`src/rtl/uart_tx_sched_if.sv`:
```
// ----------------------------------------------------------------------------
// uart_tx_sched_if
//   Bundles the three traffic groups handled by the UART transmit scheduler:
//     cpu_*  : write strobe/data from the IO register decode, overflow clear,
//              FIFO status (full, level, sticky overflow) back to the CPU
//     dbg_*  : single-entry valid/ready byte port from the debug monitor
//     uart_* : transmit strobe/data to the UART and its busy indication
//     sched_busy_o : scheduler activity (FSM not idle or bytes queued)
//   slave  : the scheduler side
//   master : the environment (CPU decode, debug monitor, UART transmitter)
// ----------------------------------------------------------------------------
interface uart_tx_sched_if #(
    parameter int DEPTH = 16,
    parameter int AW    = $clog2(DEPTH)
);
    logic          cpu_wr_i;
    logic [7:0]    cpu_data_i;
    logic          cpu_clr_ovf_i;
    logic          cpu_full_o;
    logic [AW:0]   cpu_level_o;
    logic          cpu_ovf_o;

    logic          dbg_valid_i;
    logic [7:0]    dbg_data_i;
    logic          dbg_ready_o;

    logic          uart_wr_o;
    logic [7:0]    uart_data_o;
    logic          uart_busy_i;

    logic          sched_busy_o;

    modport slave (
        input  cpu_wr_i, cpu_data_i, cpu_clr_ovf_i,
        output cpu_full_o, cpu_level_o, cpu_ovf_o,
        input  dbg_valid_i, dbg_data_i,
        output dbg_ready_o,
        output uart_wr_o, uart_data_o,
        input  uart_busy_i,
        output sched_busy_o
    );

    modport master (
        output cpu_wr_i, cpu_data_i, cpu_clr_ovf_i,
        input  cpu_full_o, cpu_level_o, cpu_ovf_o,
        output dbg_valid_i, dbg_data_i,
        input  dbg_ready_o,
        input  uart_wr_o, uart_data_o,
        output uart_busy_i,
        input  sched_busy_o
    );
endinterface

```
`src/rtl/uart_tx_sched.sv`:
```
// ----------------------------------------------------------------------------
// uart_tx_sched
//   Shares one UART transmitter between the CPU data register (buffered in a
//   DEPTH-byte FIFO) and a debug port (single-entry valid/ready). A
//   round-robin arbiter picks the next byte when the FSM is idle; the FSM then
//   strobes the UART for one cycle, waits one guard cycle for the
//   transmitter's busy flag to rise, and drains until busy drops.
//
//   Ports:
//     clk_i    : system clock
//     reset_i  : asynchronous, active-low reset
//     bus      : uart_tx_sched_if.slave (cpu_*, dbg_*, uart_*, sched_busy_o)
//
//   Parameters:
//     DEPTH : CPU FIFO depth, power of two, >= 2
//     AW    : pointer width, derived from DEPTH
// ----------------------------------------------------------------------------
module uart_tx_sched #(
    parameter int DEPTH = 16,
    parameter int AW    = $clog2(DEPTH)
) (
    input  logic             clk_i,
    input  logic             reset_i,
    uart_tx_sched_if.slave   bus
);

    typedef enum logic [1:0] {IDLE, ISSUE, GUARD, DRAIN} state_t;
    typedef enum logic       {SRC_CPU, SRC_DBG}           src_t;

    // Granted source together with the byte latched for the UART.
    typedef struct packed {
        src_t       src;
        logic [7:0] data;
    } grant_t;

    // ------------------------------------------------------------------------
    // CPU FIFO
    // ------------------------------------------------------------------------
    logic [7:0]    mem [DEPTH];
    logic [AW-1:0] wr_ptr, rd_ptr;
    logic [AW:0]   count;
    logic          full;
    logic          push, pop;
    logic          ovf;

    state_t        state, state_nxt;
    grant_t        gnt, gnt_nxt;
    src_t          last_grant, last_grant_nxt;
    src_t          pick;
    logic          cpu_req, dbg_req;

    // Full is judged on the registered count, so a write that lands in the
    // same cycle as a pop from a full FIFO is still dropped.
    assign full = (count == (AW+1)'(DEPTH));
    assign push = bus.cpu_wr_i && !full;
    assign pop  = (state == ISSUE) && (gnt.src == SRC_CPU);

    always_ff @(posedge clk_i) begin
        if (push) mem[wr_ptr] <= bus.cpu_data_i;
    end

    // ------------------------------------------------------------------------
    // Arbitration: on a tie the source that did not win last time is taken.
    // ------------------------------------------------------------------------
    assign cpu_req = (count != '0);
    assign dbg_req = bus.dbg_valid_i;
    assign pick    = (cpu_req && (!dbg_req || last_grant == SRC_DBG)) ? SRC_CPU : SRC_DBG;

    // ------------------------------------------------------------------------
    // FSM next state
    // ------------------------------------------------------------------------
    always_comb begin
        state_nxt      = state;
        gnt_nxt        = gnt;
        last_grant_nxt = last_grant;
        case (state)
            IDLE: begin
                if (cpu_req || dbg_req) begin
                    gnt_nxt.src    = pick;
                    gnt_nxt.data   = (pick == SRC_CPU) ? mem[rd_ptr] : bus.dbg_data_i;
                    last_grant_nxt = pick;
                    state_nxt      = ISSUE;
                end
            end
            ISSUE:   state_nxt = GUARD;
            // Busy is not yet valid here: the transmitter raises it a cycle
            // after the strobe.
            GUARD:   state_nxt = DRAIN;
            DRAIN:   if (!bus.uart_busy_i) state_nxt = IDLE;
            default: state_nxt = IDLE;
        endcase
    end

    // ------------------------------------------------------------------------
    // State, FIFO pointers and overflow flag
    // ------------------------------------------------------------------------
    always_ff @(posedge clk_i or negedge reset_i) begin
        if (!reset_i) begin
            state      <= IDLE;
            gnt        <= '{src: SRC_CPU, data: 8'h00};
            last_grant <= SRC_DBG;
            wr_ptr     <= '0;
            rd_ptr     <= '0;
            count      <= '0;
            ovf        <= 1'b0;
        end else begin
            state      <= state_nxt;
            gnt        <= gnt_nxt;
            last_grant <= last_grant_nxt;
            if (push) wr_ptr <= wr_ptr + 1'b1;
            if (pop)  rd_ptr <= rd_ptr + 1'b1;
            case ({push, pop})
                2'b10:   count <= count + 1'b1;
                2'b01:   count <= count - 1'b1;
                default: ;
            endcase
            // A drop in the same cycle as a clear keeps the flag set.
            if (bus.cpu_wr_i && full)   ovf <= 1'b1;
            else if (bus.cpu_clr_ovf_i) ovf <= 1'b0;
        end
    end

    // ------------------------------------------------------------------------
    // Outputs
    // ------------------------------------------------------------------------
    assign bus.uart_wr_o    = (state == ISSUE);
    assign bus.uart_data_o  = gnt.data;
    assign bus.dbg_ready_o  = (state == ISSUE) && (gnt.src == SRC_DBG);
    assign bus.cpu_full_o   = full;
    assign bus.cpu_level_o  = count;
    assign bus.cpu_ovf_o    = ovf;
    assign bus.sched_busy_o = (state != IDLE) || (count != '0);

endmodule

```
`src/flat_wrapper.sv`:
```
// flat-port wrapper written by rule: the top's interface ports become plain ports
module uart_tx_sched_flat 
#(
    parameter int DEPTH = 16,
    parameter int AW    = $clog2(DEPTH)
)
  (clk_i, reset_i, bus_cpu_wr_i, bus_cpu_data_i, bus_cpu_clr_ovf_i, bus_cpu_full_o, bus_cpu_level_o, bus_cpu_ovf_o, bus_dbg_valid_i, bus_dbg_data_i, bus_dbg_ready_o, bus_uart_wr_o, bus_uart_data_o, bus_uart_busy_i, bus_sched_busy_o);
  uart_tx_sched_if #(.DEPTH(DEPTH), .AW(AW)) bus_i ();
  input  logic clk_i;
  input  logic reset_i;
  input wire logic [$bits(bus_i.cpu_wr_i)-1:0] bus_cpu_wr_i;
  input wire logic [$bits(bus_i.cpu_data_i)-1:0] bus_cpu_data_i;
  input wire logic [$bits(bus_i.cpu_clr_ovf_i)-1:0] bus_cpu_clr_ovf_i;
  output wire logic [$bits(bus_i.cpu_full_o)-1:0] bus_cpu_full_o;
  output wire logic [$bits(bus_i.cpu_level_o)-1:0] bus_cpu_level_o;
  output wire logic [$bits(bus_i.cpu_ovf_o)-1:0] bus_cpu_ovf_o;
  input wire logic [$bits(bus_i.dbg_valid_i)-1:0] bus_dbg_valid_i;
  input wire logic [$bits(bus_i.dbg_data_i)-1:0] bus_dbg_data_i;
  output wire logic [$bits(bus_i.dbg_ready_o)-1:0] bus_dbg_ready_o;
  output wire logic [$bits(bus_i.uart_wr_o)-1:0] bus_uart_wr_o;
  output wire logic [$bits(bus_i.uart_data_o)-1:0] bus_uart_data_o;
  input wire logic [$bits(bus_i.uart_busy_i)-1:0] bus_uart_busy_i;
  output wire logic [$bits(bus_i.sched_busy_o)-1:0] bus_sched_busy_o;
  assign bus_i.cpu_wr_i = bus_cpu_wr_i;
  assign bus_i.cpu_data_i = bus_cpu_data_i;
  assign bus_i.cpu_clr_ovf_i = bus_cpu_clr_ovf_i;
  assign bus_cpu_full_o = bus_i.cpu_full_o;
  assign bus_cpu_level_o = bus_i.cpu_level_o;
  assign bus_cpu_ovf_o = bus_i.cpu_ovf_o;
  assign bus_i.dbg_valid_i = bus_dbg_valid_i;
  assign bus_i.dbg_data_i = bus_dbg_data_i;
  assign bus_dbg_ready_o = bus_i.dbg_ready_o;
  assign bus_uart_wr_o = bus_i.uart_wr_o;
  assign bus_uart_data_o = bus_i.uart_data_o;
  assign bus_i.uart_busy_i = bus_uart_busy_i;
  assign bus_sched_busy_o = bus_i.sched_busy_o;
  uart_tx_sched #(.DEPTH(DEPTH), .AW(AW)) u_core (.clk_i(clk_i), .reset_i(reset_i), .bus(bus_i));
endmodule
```
`config.mk`:
```
export PLATFORM = sky130hd
export DESIGN_NAME = uart_tx_sched_flat
export DESIGN_NICKNAME = d
export VERILOG_FILES = /design/src/rtl/uart_tx_sched_if.sv /design/src/rtl/uart_tx_sched.sv /design/src/flat_wrapper.sv
export SDC_FILE = /design/constraint.sdc
export NUM_CORES = 1
export LEC_CHECK = 0
export CORE_MARGIN = 8
export CORE_UTILIZATION = 55
export DETAILED_ROUTE_END_ITERATION = 6
export GPL_TIMING_DRIVEN = 1
export PLACE_DENSITY = 0.86
export SLEW_MARGIN = 20
export SYNTH_ARGS = -nofsm -noshare
export SYNTH_HDL_FRONTEND = slang
export SYNTH_SLANG_ARGS = --single-unit
```
`constraint.sdc`:
```
create_clock -name clk_i -period 3.3 [get_ports clk_i]
set_input_delay 0.66 -clock clk_i [delete_from_list [all_inputs] [get_ports clk_i]]
set_output_delay 0.66 -clock clk_i [all_outputs]
set_load 0.005 [all_outputs]
```
---- Yosys cells after proc, flatten, opt, wreduce, memory -nomap -nowiden ----
Memories as Yosys holds them, arrays and structs flattened.
Cells that the tools add are included.
cells by class
  mux-type cells .......................... 10
  $add $sub $neg .......................... 4
  reductions and logical operators ........ 17
  bitwise logic cells ..................... 1
  eq/ne operators ......................... 8
operators with widths
  cell                                                                 number
  5-bit case mux with 2 select lines                                   1
  4-bit by 1-bit adder with 4-bit output (second input constant)       2
  8-bit 2-to-1 mux                                                     1
  2-bit case mux with 4 select lines                                   1
  2-bit == test (second input constant)                                3
  2-bit nonzero test                                                   3
  5-bit by 1-bit adder with 5-bit output (second input constant)       1
  5-bit == test (second input constant)                                1
  1-bit logical AND                                                    5
  1-bit 2-to-1 mux                                                     5
  5-bit nonzero test                                                   1
  5-bit by 1-bit subtractor with 5-bit output (second input constant)  1
  2-bit by 1-bit == test with 1-bit output (second input constant)     2
  2-bit 2-to-1 mux                                                     2
  2-bit AND reduction                                                  2
  1-bit logical OR                                                     3
  1-bit zero test                                                      2
  2-bit zero test                                                      1
  2-bit by 1-bit != test with 1-bit output (second input constant)     1
  2-bit != test (second input constant)                                1
  1-bit inverter                                                       1
storage, ports and cells
  input bits .............................. 22
  memories kept ........................... 1
  RAM bits ................................ 128
  bits in registers ....................... 26
  output and inout bits ................... 18
  word-level logic and storage cells ...... 49
memories
  name        words  bits a word  rd ports  clocked after memory_dff  wr ports  RTL line             text
  u_core.mem  16     8            1         0                         1         uart_tx_sched.sv:39  logic [7:0] mem [DEPTH];

---- Depth between registers and ports, before layout ----
  depth after elaboration ................. 5
  mapped depth ............................ 15
  mapped depth without buffers ............ 12

---- Worst setup path before layout ----
No wires, ideal clock.
  path kind ............................... register to register
  start ................................... register u_core.count[2] (netlist: u_core.bus.cpu_level_o[2])
  end ..................................... register u_core.count[4] (netlist: u_core.bus.cpu_level_o[4])
  buffers on the path ..................... 3
  stages on the path, launching flop included .. 16
  setup slack ............................. 594 ps
  arrival ................................. 2,626 ps
  period minus slack after synthesis ...... 2,706 ps
  cells stage by stage .................... dfrtp_1 > buf_6 > nor4_1 > nand2_1 > and2_1 > clkbuf_1 > inv_1 > ha_1 > clkbuf_1 > xor2_1 > ha_1 > o21a_1 > o21ai_0 > nand3b_1 > a21oi_1 > xor2_1
between the ends
  cells in the longest elaborated chain, start to end .. 5
  elaborated cells between the ends (all ways) .. 9
  those cells by class .................... 2 x add/sub; 3 x eq/ne; 1 x mux; 3 x reduce/logical
ends and longest elaborated chain
  item                                                                       RTL line              text
  start: declaration                                                         uart_tx_sched.sv:41   logic [AW:0] count;
  start signal: assignment                                                   uart_tx_sched.sv:113  2'b10: count <= count + 1'b1;
  start signal: assignment                                                   uart_tx_sched.sv:114  2'b01: count <= count - 1'b1;
  5-bit == test                                                              uart_tx_sched.sv:54   assign full = (count == (AW+1)'(DEPTH));
  1-bit zero test                                                            uart_tx_sched.sv:55   assign push = bus.cpu_wr_i && !full;
  1-bit logical AND                                                          uart_tx_sched.sv:55
  2-bit by 1-bit == test with 1-bit output or 2-bit == test (tied branches)  uart_tx_sched.sv:112  case ({push, pop})
  5-bit case mux with 2 select lines or 2-bit nonzero test (tied branches)   -
Several ways; a longest one is shown, not always the timed one.
A chain may end at the register's enable or synchronous reset.

---- Final worst setup path ----
  start ................................... register u_core.count[2] (netlist: u_core.bus.cpu_level_o[2])
  end ..................................... output bus_sched_busy_o
between the ends
  cells in the longest elaborated chain, start to end .. 2
ends and longest elaborated chain
  item                RTL line              text
  5-bit nonzero test  uart_tx_sched.sv:132  assign bus.sched_busy_o = (state != IDLE) || (count != '0);
  1-bit logical OR    uart_tx_sched.sv:132
  end: declaration    flat_wrapper.sv:23    output wire logic [$bits(bus_i.sched_busy_o)-1:0] bus_sched_busy_o;
Every way passes these cells.

==> summary.txt <==
Global route
  – Initial antenna violation count: 0
  – Total gr overflow: 0
  – Vias in the first global route: 3478
  – Met1 Track Usage GR: 20.3%
  – First-pass GRT wire length: 18700 um
  – Largest net degree at the start of global routing: 35
  – Met3 Use GR: 5.35%
  – Total GRT Usage: 16.7%
  – Met2 Track Usage GR: 27.9%
  – Grt peak-use layer: met2

STA
  – Sum Neg Setup Slack: 0 ns
  – Relative slew slack: 42.5%
  – Slew Viols, Final: 0
  – RSZ-0062 raised after global routing: no
  – Fin crit period: 2.78 ns
  – Final setup violation count: 0
  – Max Fclk: 0.360 GHz
  – Final Hold Viols: 0
  – Period utilization: 84.2%
  – Worst Skew: 0.0107 ns
  – Least-Margin Pin Slew: 0.860 ns

Clock tree
  – CTS resizes: 0
  – Post-CTS Setup Inserts: 0
  – Num CTS Buffers: 17
  – Clock root buffer: clkbuf_16
  – CTS tree: done
  – Clock buffer depth: 2
  – Clk slew on worst S/H paths: about 0.06 ns
  – Worst-skew pair later-pin latency: 0.41 ns
  – Clk sinks: 154
  – # hold bufs at CTS: 0
  – # H-tree levels: 4

Hold path
  – Hold Crit Class: reg2reg
  – Worst Hold Launch: u_core.gnt[8]
  – Hold path cells: 1
  – Hold Crit Endpoint: u_core.gnt[8]

Yosys
  – Count leader, synth: edfxtp_1
  – Synth cell types: 36
  – Synth async-reset ratio: between 10% and 20%
  – Synth Warn #: 0
  – Ranking of synthesized cells by area: edfxtp_1 60%, mux4_2 11%, dfrtp_1 9.8%
  – Mapped Cells: 367
  – Area of the mapped netlist: approximately 0.0064 mm^2
  – Largest area contributor in the netlist: edfxtp_1
  – Post-synth EDFFs: roughly 130
  – Sequential share of the synthesized area: 70.3%
  – #FFs+latches synth: 154
  – Mean Syn Cell Area: 17.4 um^2
  – Post-synth top area share: 60.1%
  – Most common library cells after synthesis: 128 x edfxtp_1, 32 x mux4_2, 26 x a21oi_1, 26 x nor2_1, 25 x dfrtp_1
  – Primary FF master, synth: edfxtp_1
  – Nets in the synthesized netlist: 402

Floorplanning
  – Die area: 0.0153 mm^2
  – Die width: 124 um
  – Core Region: 0.0114 mm^2
  – Boundary Pins: 40
  – Die height: 124 um
  – Starting density of the core: a little under three fifths
  – Site Rows: 39

Drt
  – Vias/cell: 5.91
  – Final ANT Viol Nets: 0
  – DRC Markers: 0
  – Wire length per cell: about 21 um
  – Total number of vias: 3373
  – First drt pass iteration count: 5
  – Drt total wl: 12100 um
  – Starting DRT DRC Count: 300

Pwr
  – Leak Pwr: 2.61 nW
  – Largest vdd supply drop: 0.531 mV
  – Cell Pwr Density: 887 mW/mm^2
  – Tot Pwr: 6.66 mW

Worst setup path
  – CP max stage cell: or4_4
  – CP startpoint kind: flip-flop
  – Worst R2R End: u_core.bus.cpu_level_o[4]
  – CP max stage delay: 0.61 ns
  – Kind of critical path: reg2out
  – R2R depth: 12
  – R2R Setup Slk: roughly 0.62 ns
  – Crit path DAT: 2.12 ns
  – Crit path max fanout: 8
  – Required time worst endpoint: around 2.6 ns
  – RR Startpoint: u_core.bus.cpu_level_o[2]
  – Top delay family on crit path: simple AND/OR/NAND/NOR gates
  – CP endpoint kind: output pin
  – CP Cell Sequence: or4_4, nor2_1, nand2_1, clkdlybuf4s50_1
  – Critical path startpoint: u_core.bus.cpu_level_o[2]
  – CP bufs+invs: 1

Status
  – Status: completed

Finish
  – Layout area overhead: 17.5%
  – # diodes: 0
  – Fraction of layout cells with a size suffix above 1: about a fifth
  – Design Area, Final: approximately 0.0075 mm^2
  – Net count, final: 450

Placement
  – DP Wirelength: 7970 um
  – Routability cong.: 0.773
  – Placed Area: approximately 0.007 mm^2
  – PortBufs: 39

Flow run
  – MaxCap Viol Count: 0
-- worst max path at each step --
stage / endpoint / slack, ns / cells past startpoint
detailed placement: u_core.bus.cpu_level_o[4] / 0.45 / 11
CTS: bus_sched_busy_o / 0.50 / 4
global placement: u_core.bus.cpu_level_o[4] / 0.50 / 11
floorplan: u_core.bus.cpu_level_o[4] / 0.59 / 15
global route: bus_sched_busy_o / 0.41 / 4
finish: bus_sched_busy_o / 0.52 / 4
-- cells by family after synthesis --
group	share of synthesized area [%]
fa+ha+maj	2.54
xor+xnor	1.78
simple gates	4.46
compound gates	5.73
mux	11.6
buf+inv	3.56
flops	70.3
-- layer usage --
| layer | wire, um | vias up | share of wire [%] |
|---|---|---|---|
| met2 | 6180 | 132 | 51 |
| li1 | - | 1511 | - |
| met3 | 897 | 15 | 7.4 |
| met4 | 155 | 0 | 1.3 |
| met1 | 4830 | 1715 | 40 |
| met5 | 0 | - | 0 |
-- cell usage in the layout, fill, tap and decap left out, types with 13 or more instances in the layout --
| cell | count |
|---|---|
| a22oi_1 | 18 |
| a21oi_1 | 26 |
| clkbuf_16 | 17 |
| buf_4 | 18 |
| clkdlybuf4s50_1 | 39 |
| mux4_2 | 32 |
| nor2_1 | 26 |
| dfrtp_1 | 24 |
| ha_1 | 13 |
| edfxtp_1 | 128 |
-- report_power, final --
| group | switching, mW | total [mW] | internal, mW |
|---|---|---|---|
| Sequential | 0.268 | 2.71 | 2.44 |
| Combinational | 1.02 | 2.04 | 1.02 |
| Clock | 0.729 | 1.91 | 1.18 |
| Total | 2.01 | 6.66 | 4.65 |
-- area by class of cell --
cell class / instances / area (um^2)
multi-input cells: 176 / 1670
clock buffers: 24 / 482
repair buffers: 58 / 546
well taps: 143 / 179
flip-flops and latches: 154 / 4500
inverters: 8 / 30.0
fillers: 721 / 3850
clock inverters: 8 / 110
-- flip-flops by register name, indices dropped and copies added (netlist names), 2 cells and up --
| register | flops |
|---|---|
| u_core.bus.cpu_level_o | 5 |
| u_core.rd_ptr | 4 |
| u_core.wr_ptr | 4 |
| u_core.state | 2 |
| u_core.mem | 128 |
| u_core.bus.uart_data_o | 8 |
-- through the flow --
stage	cells	util (%)	hold WS (ns)	setup WS (ns)
CTS	571	66.1	0.521	0.497
global placement	539	60.9	0.495	0.501
global route	571	66.1	0.537	0.408
finish	571	66.1	0.516	0.522
floorplan	367	-	0.364	0.594
detailed placement	539	60.9	0.508	0.450
Power figures use the tool's default switching activity.
